## src/rtl/foc_cmd_dispatch.sv

```systemverilog
// foc_cmd_dispatch: decodes SPI command frames, holds per-channel PID gains
// and PWM period, queues RUN frames and hands them one at a time to the
// target FOC core with a valid/done handshake and a completion timeout.
//
// state  | meaning
// S_IDLE | no frame in flight; pops the queue head when one is waiting
// S_WAIT | frame issued to core target_q; waiting for its done or timeout
module foc_cmd_dispatch #(
  parameter int D_WIDTH        = 16,
  parameter int N_WORDS        = 5,
  parameter int N_CH           = 2,
  parameter int FIFO_DEPTH     = 4,
  parameter int TIMEOUT_CYCLES = 65535
) (
  input  logic                              clk_sys_i,
  input  logic                              rstb_i,
  input  logic                              frm_valid_i,
  input  logic [7:0]                        frm_opcode_i,
  input  logic [N_WORDS*D_WIDTH-1:0]        frm_data_i,
  output logic [N_CH*D_WIDTH-1:0]           kpd_o,
  output logic [N_CH*D_WIDTH-1:0]           kpq_o,
  output logic [N_CH*D_WIDTH-1:0]           kid_o,
  output logic [N_CH*D_WIDTH-1:0]           kiq_o,
  output logic [N_CH*D_WIDTH-1:0]           ptop_o,
  output logic [N_CH-1:0]                   clear_pid_o,
  output logic [N_WORDS*D_WIDTH-1:0]        foc_data_o,
  output logic [N_CH-1:0]                   foc_valid_o,
  input  logic [N_CH-1:0]                   foc_done_i,
  output logic                              ready_o,
  output logic                              busy_o,
  output logic [$clog2(FIFO_DEPTH):0]       fifo_count_o,
  output logic [2:0]                        status_o
);

  localparam int DW    = N_WORDS * D_WIDTH;
  localparam int AW    = $clog2(FIFO_DEPTH);
  localparam int CW    = AW + 1;
  localparam int CH_IW = (N_CH > 1) ? $clog2(N_CH) : 1;
  localparam int TW    = $clog2(TIMEOUT_CYCLES + 1);

  localparam logic [3:0] CMD_LOAD  = 4'h0;
  localparam logic [3:0] CMD_CLEAR = 4'h1;
  localparam logic [3:0] CMD_CLRST = 4'h2;
  localparam logic [3:0] CMD_RUN   = 4'hF;

  typedef enum logic {S_IDLE, S_WAIT} state_t;

  // frame capture stage
  logic             frm_vld_q;
  logic [3:0]       frm_cmd_q;
  logic [3:0]       frm_ch_q;
  logic [DW-1:0]    frm_data_q;

  // per-channel configuration
  logic [D_WIDTH-1:0] kpd_q  [N_CH];
  logic [D_WIDTH-1:0] kpq_q  [N_CH];
  logic [D_WIDTH-1:0] kid_q  [N_CH];
  logic [D_WIDTH-1:0] kiq_q  [N_CH];
  logic [D_WIDTH-1:0] ptop_q [N_CH];
  logic [N_CH-1:0]    clear_pid_q;

  // RUN queue
  logic [DW-1:0]      fifo_data_q [FIFO_DEPTH];
  logic [CH_IW-1:0]   fifo_ch_q   [FIFO_DEPTH];
  logic [AW-1:0]      wr_ptr_q, rd_ptr_q;
  logic [CW-1:0]      count_q, count_d;
  logic               ready_q;

  // dispatcher
  state_t             state_q;
  logic [CH_IW-1:0]   target_q;
  logic [DW-1:0]      foc_data_q;
  logic [N_CH-1:0]    foc_valid_q;
  logic [TW-1:0]      timer_q;
  logic [2:0]         status_q;

  logic             ch_ok, known_cmd;
  logic [CH_IW-1:0] ch_idx;
  logic             is_load, is_clear, is_clrst, is_run;
  logic             push, pop, ovf_evt, bad_evt, tmo_evt, done_tgt;

  // Capture each frame so decode works from registered opcode and data.
  always_ff @(posedge clk_sys_i or negedge rstb_i) begin
    if (!rstb_i) begin
      frm_vld_q  <= 1'b0;
      frm_cmd_q  <= '0;
      frm_ch_q   <= '0;
      frm_data_q <= '0;
    end else begin
      frm_vld_q <= frm_valid_i;
      if (frm_valid_i) begin
        frm_cmd_q  <= frm_opcode_i[7:4];
        frm_ch_q   <= frm_opcode_i[3:0];
        frm_data_q <= frm_data_i;
      end
    end
  end

  // Command decode plus queue and error events for the captured frame.
  always_comb begin
    ch_ok     = ({1'b0, frm_ch_q} < 5'(N_CH));
    ch_idx    = frm_ch_q[CH_IW-1:0];
    known_cmd = (frm_cmd_q == CMD_LOAD) || (frm_cmd_q == CMD_CLEAR) ||
                (frm_cmd_q == CMD_RUN);
    is_load   = frm_vld_q && ch_ok && (frm_cmd_q == CMD_LOAD);
    is_clear  = frm_vld_q && ch_ok && (frm_cmd_q == CMD_CLEAR);
    is_run    = frm_vld_q && ch_ok && (frm_cmd_q == CMD_RUN);
    is_clrst  = frm_vld_q && (frm_cmd_q == CMD_CLRST);
    bad_evt   = frm_vld_q && (frm_cmd_q != CMD_CLRST) && (!ch_ok || !known_cmd);
    push      = is_run && (count_q < CW'(FIFO_DEPTH));
    ovf_evt   = is_run && !(count_q < CW'(FIFO_DEPTH));
    pop       = (state_q == S_IDLE) && (count_q != '0);
    done_tgt  = foc_done_i[target_q];
    tmo_evt   = (state_q == S_WAIT) && !done_tgt && (timer_q == TW'(1));
    count_d   = count_q;
    if (push && !pop)      count_d = count_q + CW'(1);
    else if (pop && !push) count_d = count_q - CW'(1);
  end

  // Gain/period registers and the one-cycle integrator clear.
  always_ff @(posedge clk_sys_i or negedge rstb_i) begin
    if (!rstb_i) begin
      for (int c = 0; c < N_CH; c++) begin
        kpd_q[c]  <= '0;
        kpq_q[c]  <= '0;
        kid_q[c]  <= '0;
        kiq_q[c]  <= '0;
        ptop_q[c] <= '0;
      end
      clear_pid_q <= '0;
    end else begin
      clear_pid_q <= '0;
      if (is_load) begin
        kpd_q[ch_idx]  <= frm_data_q[4*D_WIDTH +: D_WIDTH];
        kpq_q[ch_idx]  <= frm_data_q[3*D_WIDTH +: D_WIDTH];
        kid_q[ch_idx]  <= frm_data_q[2*D_WIDTH +: D_WIDTH];
        kiq_q[ch_idx]  <= frm_data_q[1*D_WIDTH +: D_WIDTH];
        ptop_q[ch_idx] <= frm_data_q[0 +: D_WIDTH];
      end
      if (is_load || is_clear) clear_pid_q[ch_idx] <= 1'b1;
    end
  end

  // Queue pointers, occupancy and registered ready flag.
  always_ff @(posedge clk_sys_i or negedge rstb_i) begin
    if (!rstb_i) begin
      wr_ptr_q <= '0;
      rd_ptr_q <= '0;
      count_q  <= '0;
      ready_q  <= 1'b1;
    end else begin
      if (push) wr_ptr_q <= wr_ptr_q + AW'(1);
      if (pop)  rd_ptr_q <= rd_ptr_q + AW'(1);
      count_q <= count_d;
      ready_q <= (count_d < CW'(FIFO_DEPTH));
    end
  end

  // Queue storage; contents are don't-care until written, so no reset.
  always_ff @(posedge clk_sys_i) begin
    if (push) begin
      fifo_data_q[wr_ptr_q] <= frm_data_q;
      fifo_ch_q[wr_ptr_q]   <= ch_idx;
    end
  end

  // Dispatcher: issue queue head, then wait for its core's done or timeout.
  always_ff @(posedge clk_sys_i or negedge rstb_i) begin
    if (!rstb_i) begin
      state_q     <= S_IDLE;
      target_q    <= '0;
      foc_data_q  <= '0;
      foc_valid_q <= '0;
      timer_q     <= '0;
    end else begin
      foc_valid_q <= '0;
      case (state_q)
        S_IDLE: begin
          if (pop) begin
            target_q                         <= fifo_ch_q[rd_ptr_q];
            foc_data_q                       <= fifo_data_q[rd_ptr_q];
            foc_valid_q[fifo_ch_q[rd_ptr_q]] <= 1'b1;
            timer_q                          <= TW'(TIMEOUT_CYCLES);
            state_q                          <= S_WAIT;
          end
        end
        S_WAIT: begin
          if (done_tgt || tmo_evt) state_q <= S_IDLE;
          else                     timer_q <= timer_q - TW'(1);
        end
        default: state_q <= S_IDLE;
      endcase
    end
  end

  // Sticky status; a same-cycle set beats a status clear.
  always_ff @(posedge clk_sys_i or negedge rstb_i) begin
    if (!rstb_i) status_q <= '0;
    else         status_q <= (is_clrst ? 3'b000 : status_q) | {tmo_evt, bad_evt, ovf_evt};
  end

  for (genvar c = 0; c < N_CH; c++) begin : g_cfg_out
    assign kpd_o[c*D_WIDTH +: D_WIDTH]  = kpd_q[c];
    assign kpq_o[c*D_WIDTH +: D_WIDTH]  = kpq_q[c];
    assign kid_o[c*D_WIDTH +: D_WIDTH]  = kid_q[c];
    assign kiq_o[c*D_WIDTH +: D_WIDTH]  = kiq_q[c];
    assign ptop_o[c*D_WIDTH +: D_WIDTH] = ptop_q[c];
  end

  assign clear_pid_o  = clear_pid_q;
  assign foc_data_o   = foc_data_q;
  assign foc_valid_o  = foc_valid_q;
  assign ready_o      = ready_q;
  assign busy_o       = (state_q == S_WAIT);
  assign fifo_count_o = count_q;
  assign status_o     = status_q;

endmodule

```

## config.mk

```make
export PLATFORM = sky130hd
export DESIGN_NAME = foc_cmd_dispatch
export DESIGN_NICKNAME = d
export VERILOG_FILES = /design/src/rtl/foc_cmd_dispatch.sv
export SDC_FILE = /design/constraint.sdc
export NUM_CORES = 1
export LEC_CHECK = 0
export CAP_MARGIN = 30
export CORE_MARGIN = 2
export CORE_UTILIZATION = 25
export CTS_BUF_LIST = sky130_fd_sc_hd__clkbuf_2 sky130_fd_sc_hd__clkbuf_4 sky130_fd_sc_hd__clkbuf_8
export DETAILED_ROUTE_END_ITERATION = 12
export SKIP_CTS_REPAIR_TIMING = 1
export SLEW_MARGIN = 0
export SYNTH_ARGS = -nofsm -noshare
export SYNTH_HDL_FRONTEND = slang
export SYNTH_SLANG_ARGS = --single-unit
```

## constraint.sdc

```tcl
create_clock -name clk_sys_i -period 6.39 [get_ports clk_sys_i]
set_input_delay 1.278 -clock clk_sys_i [delete_from_list [all_inputs] [get_ports clk_sys_i]]
set_output_delay 1.278 -clock clk_sys_i [all_outputs]
set_load 0.01 [all_outputs]
```

==> reports/results.tsv <==
stage	metric	value	unit
power_and_ir_drop	p_per_area	385	nW/um^2
critical_path	crit_fanout	8	
synth	netlist_area	26500	um^2
hold_path	hold_class	in2async	
critical_path	end_kind	primary output	
sta	hold_violations	0	
critical_path	path_cells	clkdlybuf4s50_1	
placed_design	place_inst	3155	
drt	post-route-drc-count	0	
grt	grt_overflow_total	0	
placed_design	dp_hpwl	40.7	mm
clock_network	numCtsBuffers	117	
drt	via_per_inst	4.15	
clock_network	tritoncts	done	
grt	antenna_found_initial	2	
sta	drv_slew	0	
synth	syn-num-nets	1577	
layout	synthToLayoutAreaGrowth	28.2	%
critical_path	arrival	1.91	ns
sta	fin_crit_sh	0.499	
synth	synth_top_area_frac	0.368	
drt	drt_wl_total	65.6	mm
grt	grt_pass1_wl	99.1	mm
drt	drt-initial-drc-count	771	
grt	grt_max_degree	147	
synth	ys_async_sr_fraction	0.528	
critical_path	critPathRequiredTime	5.11	ns
sta	fin_ws	3.20	ns
critical_path	r2r_start	frm_ch_q[3]	
sta	worstMarginPinSlew	0.945	ns
clock_network	clockBufferDepth	3	
power_and_ir_drop	p_leak	0.0137	uW
floorplanning	die_area	109000	um^2
sta	finalSetupViolCount	0	
synth	yosysTopAreaCell	edfxtp_1	
critical_path	reg2reg_depth	5	
critical_path	cp-startpoint	busy_o	
grt	track_usage	0.121	
sta	setup_tns	0	ns
synth	synth_edf_count	324	
synth	synth_cell_type_count	53	
power_and_ir_drop	ir_worst_vdd	0.190	mV
clock_network	htree_levels	3	
synth	syn-instance-count	1473	
critical_path	startpoint_type	register	
clock_network	clk_pin_slew	0.06	ns
sta	rsz0062_at_grt	no	
synth	synth-main-ff-cell	dfrtp_1	
critical_path	path_buf_inv	1	
floorplanning	fp.dieH	329	um
floorplanning	ios	345	
layout	drive_above_1_share	0.286	
synth	ys_seq_area_frac	0.710	
floorplanning	core	105000	um^2
clock_network	clock_latency	0.77	ns
floorplanning	die_w	329	um
placed_design	dpl_cell_area	31300	um^2
layout	nets	1987	
clock_network	clockRootBuffer	clkbuf_8	
synth	yosys_warnings	0	
layout	final_cell_area	33900	um^2
drt	wire_per_inst	19.4	um
placed_design	place_congestion	0.755	
synth	ys_seq_elements	686	
critical_path	rrSetupSlack	3.36	ns
sta	whs	0.468	ns
sta	slew_headroom	0.370	
layout	nFillCells	10311	
drt	drtAntennaViolNets	0	
layout	instances_no_fill	3381	
run	drv_cap	0	
clock_network	cts.sinks	686	
sta	period_needed	3.19	ns
drt	dr.pass1.iters	6	
sta	fmax	0.314	GHz
synth	synthTopCellsByArea	edfxtp_1, dfrtp_1, mux2_4	
synth	syn_area_per_cell	18.0	um^2
floorplanning	start_util	0.252	
status	status	complete, no violations	
synth	synth_common_cells	dfrtp_1, edfxtp_1, nand2_1	
critical_path	crit_type	reg2out	
floorplanning	rows	119	
drt	route.vias.total	14017	
placed_design	dp_slack	3.23	ns
critical_path	crit_family	buffers and inverters	
placed_design	port_buffers	344	
sta	finClkSkew	0.0384	ns
synth	post-synth-top-count-cell	dfrtp_1	
critical_path	critPathMaxStageDelay	0.61	ns
critical_path	slowest_stage	clkdlybuf4s50_1	
critical_path	regToRegEndpoint	fifo_data_q[0][47]	
grt	grt_pass1_vias	15974	
## cell families after synthesis
family | synth area share
compound gates | 0.00799
simple gates | 0.0531
flops | 0.710
buf+inv | 0.0228
xor+xnor | 0.00132
mux | 0.200
fa+ha+maj | 0.00520
## per-layer routing
| layer | vias to the layer above | routed length, um | track usage | part of all wire |
|---|---|---|---|---|
| met3 | 104 | 4530 | 0.0379 | 0.069 |
| met2 | 374 | 32100 | 0.201 | 0.49 |
| met5 | - | 0 | 0 | 0 |
| li1 | 6271 | - | - | - |
| met4 | 0 | 1700 | 0.0478 | 0.026 |
| met1 | 7268 | 27300 | 0.146 | 0.42 |
## metrics by stage
stage / utilization / total power (uW)
3_5_place_dp: 0.298 / 8900
5_1_grt: 0.323 / 13800
2_1_floorplan: - / 7290
6_report: 0.323 / 13100
4_1_cts: 0.323 / 13400
3_3_place_gp: 0.297 / 8830
## layout make-up
type / instances / area (um^2) / area share
tap: 1391 / 1740 / 0.0513
clock inverter: 61 / 593 / 0.0175
antenna: 2 / 5.00 / 0.000147
sequential: 686 / 18800 / 0.554
multi-input combinational: 706 / 7100 / 0.209
clock buffer: 163 / 2040 / 0.0602
timing repair buffer: 361 / 3620 / 0.107
inverter: 11 / 43.8 / 0.00129
## power breakdown
group          switching, uW  internal (uW)
Combinational           1510           1560
Sequential               501           5140
Clock                   1870           2490
Total                   3870           9190
## worst max-delay path by stage
| stage | to | cells past startpoint |
|---|---|---|
| final | busy_o | 1 |
| after global routing | foc_data_o[6] | 1 |
| after CTS | busy_o | 1 |
| after detailed placement | timer_q[15] | 5 |
| after global placement | timer_q[14] | 5 |
| after floorplan | fifo_ch_q[0] | 4 |
## cells in the final DEF, fill, tap and decap left out, types with 19 or more instances in the layout
cell	instances
clkbuf_4	32
clkbuf_8	131
clkdlybuf4s50_1	342
clkinv_1	20
clkinv_2	19
dfrtp_1	359
edfxtp_1	324
mux2_2	88
mux2_4	160
mux4_2	81
nand2_1	251
## flip-flops by register name, indices dropped and copies added (netlist names), 3 cells and up, named ones only
register / flops
kpq_o: 32
foc_data_o: 80
fifo_data_q: 320
kiq_o: 32
frm_data_q: 80
timer_q: 16
fifo_ch_q: 4
kpd_o: 32
frm_ch_q: 4
ptop_o: 32
kid_o: 32
status_o: 3
frm_cmd_q: 4
No activity file was read; power rests on OpenSTA's default activity.
